## src/rtl/issue_scoreboard.sv

```systemverilog
// Issue scoreboard: per-register pending-write counters gate decode->execute issue on RAW/overflow hazards.
// Optional hazard-stall counter port enabled by ISSUE_SCOREBOARD_STALL_CNT_EN.
module issue_scoreboard #(
  parameter int NREG         = 32,
  parameter int MAX_INFLIGHT = 3
) (
  input  logic       clk,
  input  logic       rst,
  input  logic       in_valid,
  output logic       in_ready,
  input  logic [4:0] in_rs1,
  input  logic [4:0] in_rs2,
  input  logic [4:0] in_rd,
  output logic       out_valid,
  input  logic       out_ready,
  input  logic       wb_valid,
  input  logic [4:0] wb_rd,
  input  logic       flush,
  output logic       busy
`ifdef ISSUE_SCOREBOARD_STALL_CNT_EN
  ,
  output logic [15:0] stall_cnt
`endif
);

  localparam int CW = $clog2(MAX_INFLIGHT + 1);

  typedef enum logic {RUN, HOLD} state_t;

  state_t          state;
  logic [CW-1:0]   cnt [NREG];
  logic            hazard;
  logic            open;
  logic            fire;
  logic            any_pend;
  logic [NREG-1:1] inc_v;
  logic [NREG-1:1] dec_v;

  always_comb begin
    hazard = ((in_rs1 != '0) && (cnt[in_rs1] != '0)) ||
             ((in_rs2 != '0) && (cnt[in_rs2] != '0)) ||
             ((in_rd  != '0) && (cnt[in_rd]  == CW'(MAX_INFLIGHT)));
  end

  // Issue path stays combinational; reset, flush and HOLD all close it.
  assign open      = rst && (state == RUN) && !flush;
  assign in_ready  = open && out_ready && !hazard;
  assign out_valid = open && in_valid && !hazard;
  assign fire      = in_valid && in_ready;

  always_comb begin
    any_pend = 1'b0;
    inc_v    = '0;
    dec_v    = '0;
    for (int unsigned i = 1; i < NREG; i++) begin
      any_pend = any_pend | (cnt[i] != '0);
      inc_v[i] = fire && (in_rd == 5'(i));
      dec_v[i] = wb_valid && (wb_rd == 5'(i)) && (cnt[i] != '0);
    end
  end

  assign busy = rst && any_pend;

  always_ff @(posedge clk or negedge rst) begin
    if (!rst) begin
      state <= RUN;
      for (int unsigned i = 0; i < NREG; i++) cnt[i] <= '0;
    end else begin
      state <= flush ? HOLD : RUN;
      for (int unsigned i = 1; i < NREG; i++) begin
        if (flush)
          cnt[i] <= '0;
        else if (inc_v[i] && !dec_v[i])
          cnt[i] <= cnt[i] + CW'(1);
        else if (dec_v[i] && !inc_v[i])
          cnt[i] <= cnt[i] - CW'(1);
      end
    end
  end

`ifdef ISSUE_SCOREBOARD_STALL_CNT_EN
  always_ff @(posedge clk or negedge rst) begin
    if (!rst)
      stall_cnt <= '0;
    else if ((state == RUN) && in_valid && hazard && !flush && (stall_cnt != 16'hFFFF))
      stall_cnt <= stall_cnt + 16'd1;
  end
`endif

endmodule
```

## config.mk

```make
export PLATFORM = sky130hd
export DESIGN_NAME = issue_scoreboard
export DESIGN_NICKNAME = d
export VERILOG_FILES = /design/src/rtl/issue_scoreboard.sv
export SDC_FILE = /design/constraint.sdc
export NUM_CORES = 1
export LEC_CHECK = 0
export ABC_CLOCK_PERIOD_IN_PS = 2860
export BUFFER_PORTS_ARGS = -buffer_cell sky130_fd_sc_hd__buf_2
export CAP_MARGIN = 20
export CORE_ASPECT_RATIO = 0.9
export CORE_MARGIN = 2
export CORE_UTILIZATION = 57
export DETAILED_ROUTE_END_ITERATION = 10
export PLACE_DENSITY_LB_ADDON = 0.15
export SYNTH_ARGS = -nofsm -noshare
export SYNTH_HDL_FRONTEND = slang
export SYNTH_SLANG_ARGS = --single-unit
export TNS_END_PERCENT = 20
```

## constraint.sdc

```tcl
create_clock -name clk -period 2.86 [get_ports clk]
set_input_delay 0.429 -clock clk [delete_from_list [all_inputs] [get_ports clk]]
set_output_delay 0.429 -clock clk [all_outputs]
set_load 0.05 [all_outputs]
```

==> impl_metrics.csv <==
group,metric,value,unit
drt,routed-via-count,7096,
worst_setup_path,r2r_start,"cnt[15]",
run_status,run_status,"complete, but fails checks",
drt,drt_wl_total,24400,um
clock_tree,clock_latency,0.34,ns
finish,final_util,0.769,
clock_tree,cts_tree,"built",
worst_setup_path,crit_path_cell_trace,"nor2_2, buf_4, mux4_2, mux2i_1, and3_1, buf_4, or3_4, nor2_4, and3_4, buf_8",
drt,drt-wirelength-per-cell,24.6,um
grt,first_pass_grt_wire_length,37600,um
logic_synthesis,yosys_register_bits,63,
grt,groute.layer.met1.usage,0.522,
clock_tree,cts.reportedPaths.clkPinSlew,0.06,ns
grt,grt_antenna_before_repair,1,
clock_tree,cts_root_buffer_type,"sky130_fd_sc_hd__clkbuf_16",
sta,timing.final.setup_violations,2,
logic_synthesis,asyncSetResetFlopFracSynth,1.00,
finish,share_of_layout_cells_above_drive_strength_1,0.353,
floorplanning,ioPinCount,29,
worst_setup_path,worst-r2r-setup-slack,0.01,ns
pwr,power_density,317,nW/um^2
sta,report.final.hold_viol_count,0,
finish,filler_cell_count_in_the_final_layout,719,
pwr,post_route_total_power,2.46,mW
logic_synthesis,synth_largest_area_cell,"sky130_fd_sc_hd__dfrtp_1",
grt,number_of_global_route_vias_before_repair,6993,
pwr,cellLeakagePower,3.46,nW
logic_synthesis,syn_area,5870,um^2
placed_design,placedInstanceArea,7120,um^2
sta,timing.max_slew.rel_slack,0.389,
sta,period_share,1.03,
grt,grt_util_met2,0.686,
placed_design,place_inst,968,
grt,grt_util_met3,0.148,
clock_tree,clockBufferDepth,2,
logic_synthesis,post_synth_inst_count,712,
sta,post-route-min-period,2.96,ns
worst_setup_path,max_stage_delay,0.41,ns
run_status,violations_in_the_final_reports,"negative setup slack",
grt,total_routing_usage_gr,0.437,
drt,drt-pass1-iter-count,8,
floorplanning,design.die.area,11100,um^2
clock_tree,cts_num_sinks,63,
clock_tree,tritoncts.num_buffers,9,
sta,report.final.slew_viol_count,0,
grt,grt_busiest_layer,"met2",
sta,final_critical_path_setup_slack,-0.0991,ns
logic_synthesis,yosysWarningCount,2,
finish,fin_nets,881,
floorplanning,row_count,35,
worst_setup_path,path_common_cell,"sky130_fd_sc_hd__buf_4",
floorplanning,floorplan.initialDensity,0.580,
drt,drt_iter0_markers,833,
worst_setup_path,worstReg2RegEnd,"cnt[15]",
finish,layout.cells.non_filler,989,
logic_synthesis,syn-mean-instance-area,8.25,um^2
sta,final.setup.tns,-0.198,ns
pwr,ir_worst_vdd,0.277,mV
logic_synthesis,edff_count_synth,0,
drt,detail_route.vias_per_cell,7.17,
sta,worst_pin_slew,0.917,ns
floorplanning,die_h,100,um
placed_design,hpwl,17900,um
worst_setup_path,critPathCaptureType,"primary output",
sta,hold-worst-slack,0.300,ns
logic_synthesis,dominant_register_cell_in_the_synthesized_netlist,"sky130_fd_sc_hd__dfrtp_1",
flow_run,number_of_max_cap_violations,0,
grt,grt.overflow.total,0,
sta,fin_skew,0.00881,ns
floorplanning,die_w,111,um
logic_synthesis,library_cells_used_by_synthesis,58,
sta,setup_repair_after_global_routing_missed_its_margin,"true",
worst_setup_path,critical_path.startpoint,"cnt[15]",
logic_synthesis,post_synth_main_area_contributors,"sky130_fd_sc_hd__dfrtp_1 (27%), sky130_fd_sc_hd__mux4_2 (7.7%), sky130_fd_sc_hd__nand2_1 (4.7%)",
placed_design,gp_congestion,1.07,
hold_path,worst_hold_path_type,"in -> async",
worst_setup_path,number_of_cells_on_the_worst_reg_to_reg_path,10,
placed_design,place_worst_setup_slack,-0.263,ns
worst_setup_path,timing.critical_path.from_type,"flip-flop",
worst_setup_path,timing.critical_path.fanout_max,3,
logic_synthesis,netlist.area_leader.share,0.269,
sta,fmax,338,MHz
worst_setup_path,worstPathRequired,2.43,ns
worst_setup_path,setup_cp_type,"reg -> out",
finish,final_cell_area,7780,um^2
finish,layout-area-overhead-vs-synth,32.5,%
clock_tree,htree_num_levels,3,
logic_synthesis,synth_sequential_area_ratio,0.269,
grt,maximum_number_of_pins_on_one_net_before_global_route_repair,79,
drt,detail_route.drc_violations,0,
worst_setup_path,cp_data_arrival_time,2.53,ns
drt,drt.antenna.violating_nets,0,
logic_synthesis,syn_nets,738,
worst_setup_path,cpMaxStageDelayCell,"sky130_fd_sc_hd__dfrtp_1",
floorplanning,core_area,10100,um^2
placed_design,numPortBuffers,28,
sequential cells by signal, indices dropped and copies added (netlist names):
register / count
state: 1
cnt: 62
synthesized netlist by cell type, types with 15 or more instances:
cell type and n:
sky130_fd_sc_hd__nand2_1 73, sky130_fd_sc_hd__a211o_1 15, sky130_fd_sc_hd__dfrtp_1 63, sky130_fd_sc_hd__mux2i_1 22
sky130_fd_sc_hd__a21oi_1 34, sky130_fd_sc_hd__nor3_1 26, sky130_fd_sc_hd__nor4_1 34, sky130_fd_sc_hd__nand3_1 17
sky130_fd_sc_hd__nor2_1 71, sky130_fd_sc_hd__o211a_1 15, sky130_fd_sc_hd__buf_2 16, sky130_fd_sc_hd__nor3b_1 16
sky130_fd_sc_hd__mux4_2 20, sky130_fd_sc_hd__nand4_1 38, sky130_fd_sc_hd__nand2b_1 24, sky130_fd_sc_hd__and2_1 16
sky130_fd_sc_hd__and3_1 22, sky130_fd_sc_hd__clkbuf_1 31
critical path, delay by kind of cell (launching register included):
family,cells,cell delay [ns]
buf+inv,3,0.44
simple gates,5,1.04
flops,1,0.41
mux,2,0.28
final cells by class:
cell class              count  area [um^2]  share of cell area
repair buffers            185         1390               0.179
well taps                 129          161              0.0207
inverters                   6         22.5             0.00290
flip-flops and latches     63         1590               0.204
multi-input cells         590         4300               0.552
clock buffers              12          246              0.0317
diodes                      1         2.50            0.000322
clock inverters             3         67.6             0.00869
routing by layer:
layer / routed length (um) / share of wire
met5: 0 / 0
met4: 1710 / 0.070
met3: 3200 / 0.13
met2: 10700 / 0.44
met1: 8760 / 0.36
cells by family after synthesis:
family / synth area share
simple gates: 0.343
compound gates: 0.200
flops: 0.269
buf+inv: 0.0462
mux: 0.140
xor+xnor: 0.00149
how the worst max path moves through the flow:
stage,endpoint,slack (ns),cells after the start
final,in_ready,-0.1,10
after global routing,in_ready,-0.15,9
after CTS,in_ready,-0.05,8
after detailed placement,cnt[38],-0.26,11
after global placement,cnt[50],-0.20,10
after floorplan,in_ready,0.01,9
cell usage in the layout (no fill, tap or decap), types with 20 or more instances in the layout:
cell type / instances
sky130_fd_sc_hd__nand2_1: 73
sky130_fd_sc_hd__buf_4: 148
sky130_fd_sc_hd__mux2i_1: 22
sky130_fd_sc_hd__nor2_1: 47
sky130_fd_sc_hd__nor4_1: 25
sky130_fd_sc_hd__and3_1: 20
sky130_fd_sc_hd__dfrtp_1: 53
sky130_fd_sc_hd__nand2b_1: 24
sky130_fd_sc_hd__a21oi_1: 34
sky130_fd_sc_hd__buf_2: 25
sky130_fd_sc_hd__nor3_1: 24
sky130_fd_sc_hd__nand4_1: 38
sky130_fd_sc_hd__mux4_2: 22
power by group:
| group | switching (mW) | leakage, nW | internal (mW) |
|---|---|---|---|
| clock network | 0.423 | 0.149 | 0.783 |
| logic | 0.240 | 2.45 | 0.122 |
| registers | 0.000690 | 0.861 | 0.893 |
repair_timing:
action	CTS	global route
hold buffers	0	0
resized for setup	31	51
pin swaps	9	11
endpoints found under the setup margin	22	46
buffers inserted	6	3
Note: power is estimated with default switching activity, not from simulation.
